==> src/rtl/load_store_unit.sv <==
// Single-outstanding RISC-V load/store sequencer between execute and Memory.
// Optional MISALIGN_TRAP_EN: misaligned H/W accesses are rejected with resp_error.
module load_store_unit (
   input  logic        clk,
   input  logic        rst_n,
   input  logic        req_valid,
   output logic        req_ready,
   input  logic        req_store,
   input  logic [2:0]  req_funct3,
   input  logic [31:0] req_addr,
   input  logic [31:0] req_wdata,
   output logic        resp_valid,
   input  logic        resp_ready,
   output logic [31:0] resp_rdata,
   output logic        resp_error,
   output logic [31:0] mem_address,
   output logic [31:0] mem_wr_data,
   output logic        mem_wr_enable,
   output logic [2:0]  mem_write_length,
   input  logic [31:0] mem_read_data
);

   typedef enum logic [1:0] {
      IDLE   = 2'd0,
      ACCESS = 2'd1,
      RESP   = 2'd2
   } state_e;

   state_e      state_q, state_d;
   logic        store_q, store_d;
   logic [2:0]  funct3_q, funct3_d;
   logic [31:0] rdata_q, rdata_d;
   logic        error_q, error_d;
   logic [31:0] mem_address_q, mem_address_d;
   logic [31:0] mem_wr_data_q, mem_wr_data_d;
   logic        mem_wr_enable_q, mem_wr_enable_d;
   logic [2:0]  mem_write_length_q, mem_write_length_d;

   logic        req_funct3_ok;
   logic        req_misaligned;
   logic        req_legal;

   function automatic logic funct3_legal(input logic store, input logic [2:0] f3);
      case (f3)
         3'b000, 3'b001, 3'b010: funct3_legal = 1'b1;
         3'b100, 3'b101:         funct3_legal = ~store;
         default:                funct3_legal = 1'b0;
      endcase
   endfunction

   function automatic logic [31:0] load_extend(input logic [2:0] f3, input logic [31:0] rd);
      case (f3)
         3'b000:  load_extend = {{24{rd[7]}}, rd[7:0]};
         3'b001:  load_extend = {{16{rd[15]}}, rd[15:0]};
         3'b010:  load_extend = rd;
         3'b100:  load_extend = {24'd0, rd[7:0]};
         3'b101:  load_extend = {16'd0, rd[15:0]};
         default: load_extend = 32'd0;
      endcase
   endfunction

   assign req_funct3_ok = funct3_legal(req_store, req_funct3);

`ifdef MISALIGN_TRAP_EN
   assign req_misaligned = ((req_funct3[1:0] == 2'b01) && req_addr[0]) ||
                           ((req_funct3[1:0] == 2'b10) && (req_addr[1:0] != 2'b00));
`else
   assign req_misaligned = 1'b0;
`endif

   assign req_legal = req_funct3_ok & ~req_misaligned;

   always_comb begin
      state_d            = state_q;
      store_d            = store_q;
      funct3_d           = funct3_q;
      rdata_d            = rdata_q;
      error_d            = error_q;
      mem_address_d      = mem_address_q;
      mem_wr_data_d      = mem_wr_data_q;
      mem_write_length_d = mem_write_length_q;
      mem_wr_enable_d    = 1'b0;

      case (state_q)
         IDLE: begin
            if (req_valid) begin
               store_d  = req_store;
               funct3_d = req_funct3;
               rdata_d  = 32'd0;
               if (req_legal) begin
                  // Memory-facing registers are loaded here so they are valid
                  // for the whole ACCESS cycle; rejected requests leave them untouched.
                  error_d            = 1'b0;
                  mem_address_d      = req_addr;
                  mem_write_length_d = {1'b0, req_funct3[1:0]};
                  mem_wr_enable_d    = req_store;
                  if (req_store) begin
                     mem_wr_data_d = req_wdata;
                  end
                  state_d = ACCESS;
               end else begin
                  error_d = 1'b1;
                  state_d = RESP;
               end
            end
         end
         ACCESS: begin
            if (!store_q) begin
               rdata_d = load_extend(funct3_q, mem_read_data);
            end
            state_d = RESP;
         end
         RESP: begin
            if (resp_ready) begin
               state_d = IDLE;
            end
         end
         default: state_d = IDLE;
      endcase
   end

   // Async reset also drops mem_wr_enable mid-ACCESS, cancelling the write.
   always_ff @(posedge clk or negedge rst_n) begin
      if (!rst_n) begin
         state_q            <= IDLE;
         store_q            <= 1'b0;
         funct3_q           <= 3'd0;
         rdata_q            <= 32'd0;
         error_q            <= 1'b0;
         mem_address_q      <= 32'd0;
         mem_wr_data_q      <= 32'd0;
         mem_wr_enable_q    <= 1'b0;
         mem_write_length_q <= 3'd0;
      end else begin
         state_q            <= state_d;
         store_q            <= store_d;
         funct3_q           <= funct3_d;
         rdata_q            <= rdata_d;
         error_q            <= error_d;
         mem_address_q      <= mem_address_d;
         mem_wr_data_q      <= mem_wr_data_d;
         mem_wr_enable_q    <= mem_wr_enable_d;
         mem_write_length_q <= mem_write_length_d;
      end
   end

   assign req_ready        = (state_q == IDLE);
   assign resp_valid       = (state_q == RESP);
   assign resp_rdata       = rdata_q;
   assign resp_error       = error_q;
   assign mem_address      = mem_address_q;
   assign mem_wr_data      = mem_wr_data_q;
   assign mem_wr_enable    = mem_wr_enable_q;
   assign mem_write_length = mem_write_length_q;

`ifndef SYNTHESIS
   a_we_only_in_access: assert property (@(posedge clk) disable iff (!rst_n)
      mem_wr_enable_q |-> (state_q == ACCESS) && store_q);
   a_error_no_data: assert property (@(posedge clk) disable iff (!rst_n)
      (resp_valid && resp_error) |-> (resp_rdata == 32'd0));
`endif

endmodule
==> config.mk <==
export PLATFORM = sky130hd
export DESIGN_NAME = load_store_unit
export DESIGN_NICKNAME = d
export VERILOG_FILES = /design/src/rtl/load_store_unit.sv
export SDC_FILE = /design/constraint.sdc
export NUM_CORES = 1
export LEC_CHECK = 0
export BUFFER_PORTS_ARGS = -buffer_cell sky130_fd_sc_hd__buf_4
export CAP_MARGIN = 20
export CORE_UTILIZATION = 40
export DETAILED_ROUTE_END_ITERATION = 6
export PLACE_DENSITY_LB_ADDON = 0.05
export SKIP_CTS_REPAIR_TIMING = 1
export SLEW_MARGIN = 20
export SYNTH_ARGS = -nofsm -noshare
export SYNTH_HDL_FRONTEND = slang
export SYNTH_SLANG_ARGS = --single-unit
==> constraint.sdc <==
create_clock -name clk -period 2.2 [get_ports clk]
set_input_delay 0.11 -clock clk [delete_from_list [all_inputs] [get_ports clk]]
set_output_delay 0.11 -clock clk [all_outputs]
set_load 0.05 [all_outputs]
==> flow_summary.yaml <==
placed_design:
  dpl.hpwl_mm: 7.52
  gp_congestion: 0.679
  numPortBuffers: 205
  dpl_cell_area_sq_mm: 0.00608
worst_setup_path:
  critical_path_class: "flip-flop to flip-flop"
  cp-end-kind: "flip-flop"
  worstPathMaxFanout: 33
  start_kind: "flip-flop"
  cp.required_ns: 2.45
  cp.arrival_ns: 2.15
layout:
  seqCellArea_sq_mm: 0.00265
  fin_nets: 668
  drive_above_1_share_pct: 48.7
  antenna_cells: 0
  multi_input_area_sq_mm: 0.00163
  area_delta_synth_final_pct: 59.6
  utilization_pct: 65.5
  fill_cells: 802
  fin_area_sq_mm: 0.00707
detailed_routing:
  drtPass1Iterations: 4
  wl_mm: 11.5
  drt_iter0_drc: 139
  num_vias: 3496
  wl_per_cell_um: 16.3
  dr_wl_met2_mm: 5.68
  route.met3.wl_um: 870
  viasPerCell: 4.93
  drtAntennaViolNets: 0
  drc_errors: 0
  highest_layer: "met4"
  wl_met1_mm: 4.73
sta:
  tns_ns: 0
  post-route-period-util_pct: 86.1
  hold_ws_ns: 0.0217
  fin_worst_skew_ns: 0.0106
  finalCriticalPeriod_ns: 1.89
  rsz0062_at_grt: "no"
  hold_viol: 0
  max_slew_margin_pct: 30.9
  worst_slew_pin_slew_ns: 1.03
  max_freq_ghz: 0.528
  slew_violations: 0
  setup_viol: 0
global_route:
  antenna_found_initial: 0
  grt-ovfl-total: 0
  grt_max_degree: 40
  grt_pass1_wl_mm: 16.1
  grt_pass1_vias: 3157
  track_usage_pct: 18.4
power_and_ir_drop:
  p_leak_uw: 0.00348
  ir_drop_mv: 1.06
  p_total_uw: 10200
  powerDensity_mw_per_mm2: 1450
floorplan:
  die_width_um: 107
  core_area_sq_mm: 0.0108
  initial_core_util_pct: 41.0
  dieHeight_um: 107
  dieArea_sq_mm: 0.0115
  rows: 38
  pin_count: 207
clocking:
  clkSinkCount: 106
  cts_tree: "done"
  clock_latency_ns: 0.36
  cts-htree-levels: 3
  cts.clk_slew.worst_paths_ns: 0.10
  cts_max_path_buffers: 2
  cts_root_buf: "clkbuf_8"
  cts_made_buffers: 9
synth:
  synth_cell_type_count: 31
  synth-seq-cells: 106
  syn_nets: 389
  ys.warnings.count: 0
  synth-seq-area-share_pct: 59.9
  synth_cells: 285
  synth_area_sq_mm: 0.00443
  syn-mean-instance-area_sq_um: 15.5
run:
  max_cap_violations: 0
outcome:
  status: "completed"
min_path:
  hold_class: "input port to flip-flop"
-- per-stage QoR --
step / setup WS [ns] / std cells
2_1_floorplan: 0.507 / 285
3_3_place_gp: 0.327 / 617
3_5_place_dp: 0.292 / 617
4_1_cts: 0.292 / 633
5_1_grt: 0.209 / 709
6_report: 0.306 / 709
-- cell families after synthesis --
kind of cell           synth area share, %
flip-flops                            59.9
AO/OA/AOI/OAI                         12.1
buffers and inverters                 3.25
multiplexers                          22.3
other                               0.0847
AND/OR/NAND/NOR                       2.37
-- cell usage in the layout, fill, tap and decap left out --
master / n
or2_2: 1
inv_6: 1
dfrtp_1: 106
mux2i_1: 8
a211oi_2: 1
o21ai_0: 1
dlygate4sd3_1: 76
bufinv_16: 2
o31a_1: 1
mux2_1: 28
o2bb2ai_1: 24
clkinvlp_4: 2
nor2_1: 3
o21ai_1: 1
mux2_2: 14
nand3_4: 1
nand4_4: 1
a22o_1: 16
nand2b_1: 1
a211o_1: 2
clkinv_2: 1
o21a_1: 1
a21boi_0: 1
conb_1: 1
buf_4: 212
nor2b_1: 2
a22oi_1: 16
nand2_1: 1
nor3b_4: 1
mux2_4: 29
clkbuf_8: 10
nor3b_1: 1
buf_12: 1
inv_1: 2
-- area by class of cell --
cell class / instances / area share [%]
Sequential cell: 106 / 37.5
Clock inverter: 6 / 1.26
Timing Repair Buffer: 289 / 33.6
Clock buffer: 10 / 1.95
Tap cell: 140 / 2.48
Multi-Input combinational cell: 156 / 23.1
Inverter: 2 / 0.106
-- metal layers --
layer	global-route usage [%]	vias up
met5	0	-
met1	22.6	1724
met3	5.96	18
met2	29.0	139
met4	9.20	0
li1	-	1615
-- where the power goes --
group	internal, uW	switching (uW)	total (uW)
Sequential	2690	477	3170
Combinational	2040	3690	5730
Clock	674	657	1330
Total	5410	4820	10200
-- critical path, cell delays in order, from the launching register on --
cell and delay (ns):
dfrtp_1 0.49, nor3b_4 0.48, nand4_4 0.12, buf_4 0.32
mux2_4 0.36
-- final timing paths --
kind / start / endpoint / slack [ns] / cells past startpoint
worst min register to register: mem_address[23]$_DFFE_PN0P_ / mem_address[23]$_DFFE_PN0P_ / 0.50 / 1
worst max register to register: state_q[1]$_DFFE_PN0P_ / mem_wr_data[26]$_DFFE_PN0P_ / 0.31 / 4
worst min-delay path: mem_read_data[19] / resp_rdata[19]$_DFFE_PN0P_ / 0.02 / 3
worst max-delay path: state_q[1]$_DFFE_PN0P_ / mem_wr_data[26]$_DFFE_PN0P_ / 0.31 / 4
max in group asynchronous: rst_n / resp_rdata[0]$_DFFE_PN0P_ / 1.13 / 3
min in group asynchronous: rst_n / mem_address[10]$_DFFE_PN0P_ / 0.26 / 2
-- cells in the mapped netlist --
library cell	count	area, sq um
clkbuf_1	8	30.0
buf_6	6	67.6
a211oi_2	1	12.5
buf_4	2	15.0
mux2_4	29	435
o2bb2ai_1	24	210
mux2_1	28	315
a21boi_0	1	7.51
nand3_4	1	17.5
a211o_1	2	17.5
or2_2	1	6.26
nor2b_1	2	12.5
dfrtp_1	106	2650
a22oi_1	16	120
mux2_2	14	158
o21a_1	1	7.51
nor2_1	3	11.3
buf_2	4	20.0
nor3b_4	1	18.8
nand4_4	1	21.3
o31a_1	1	8.76
conb_1	1	3.75
mux2i_1	8	80.1
nand2b_1	1	6.26
nand2_1	1	3.75
a22o_1	16	140
o21ai_0	1	5.00
buf_1	1	3.75
o21ai_1	1	5.00
inv_1	2	7.51
nor3b_1	1	7.51
-- registers in the layout (all words and copies together) (netlist names) --
register	cells
store_q	1
funct3_q	3
mem_wr_enable	1
mem_write_length	2
state_q	2
mem_address	32
resp_rdata	32
resp_error	1
mem_wr_data	32
Note: power is estimated with default switching activity, not from simulation.
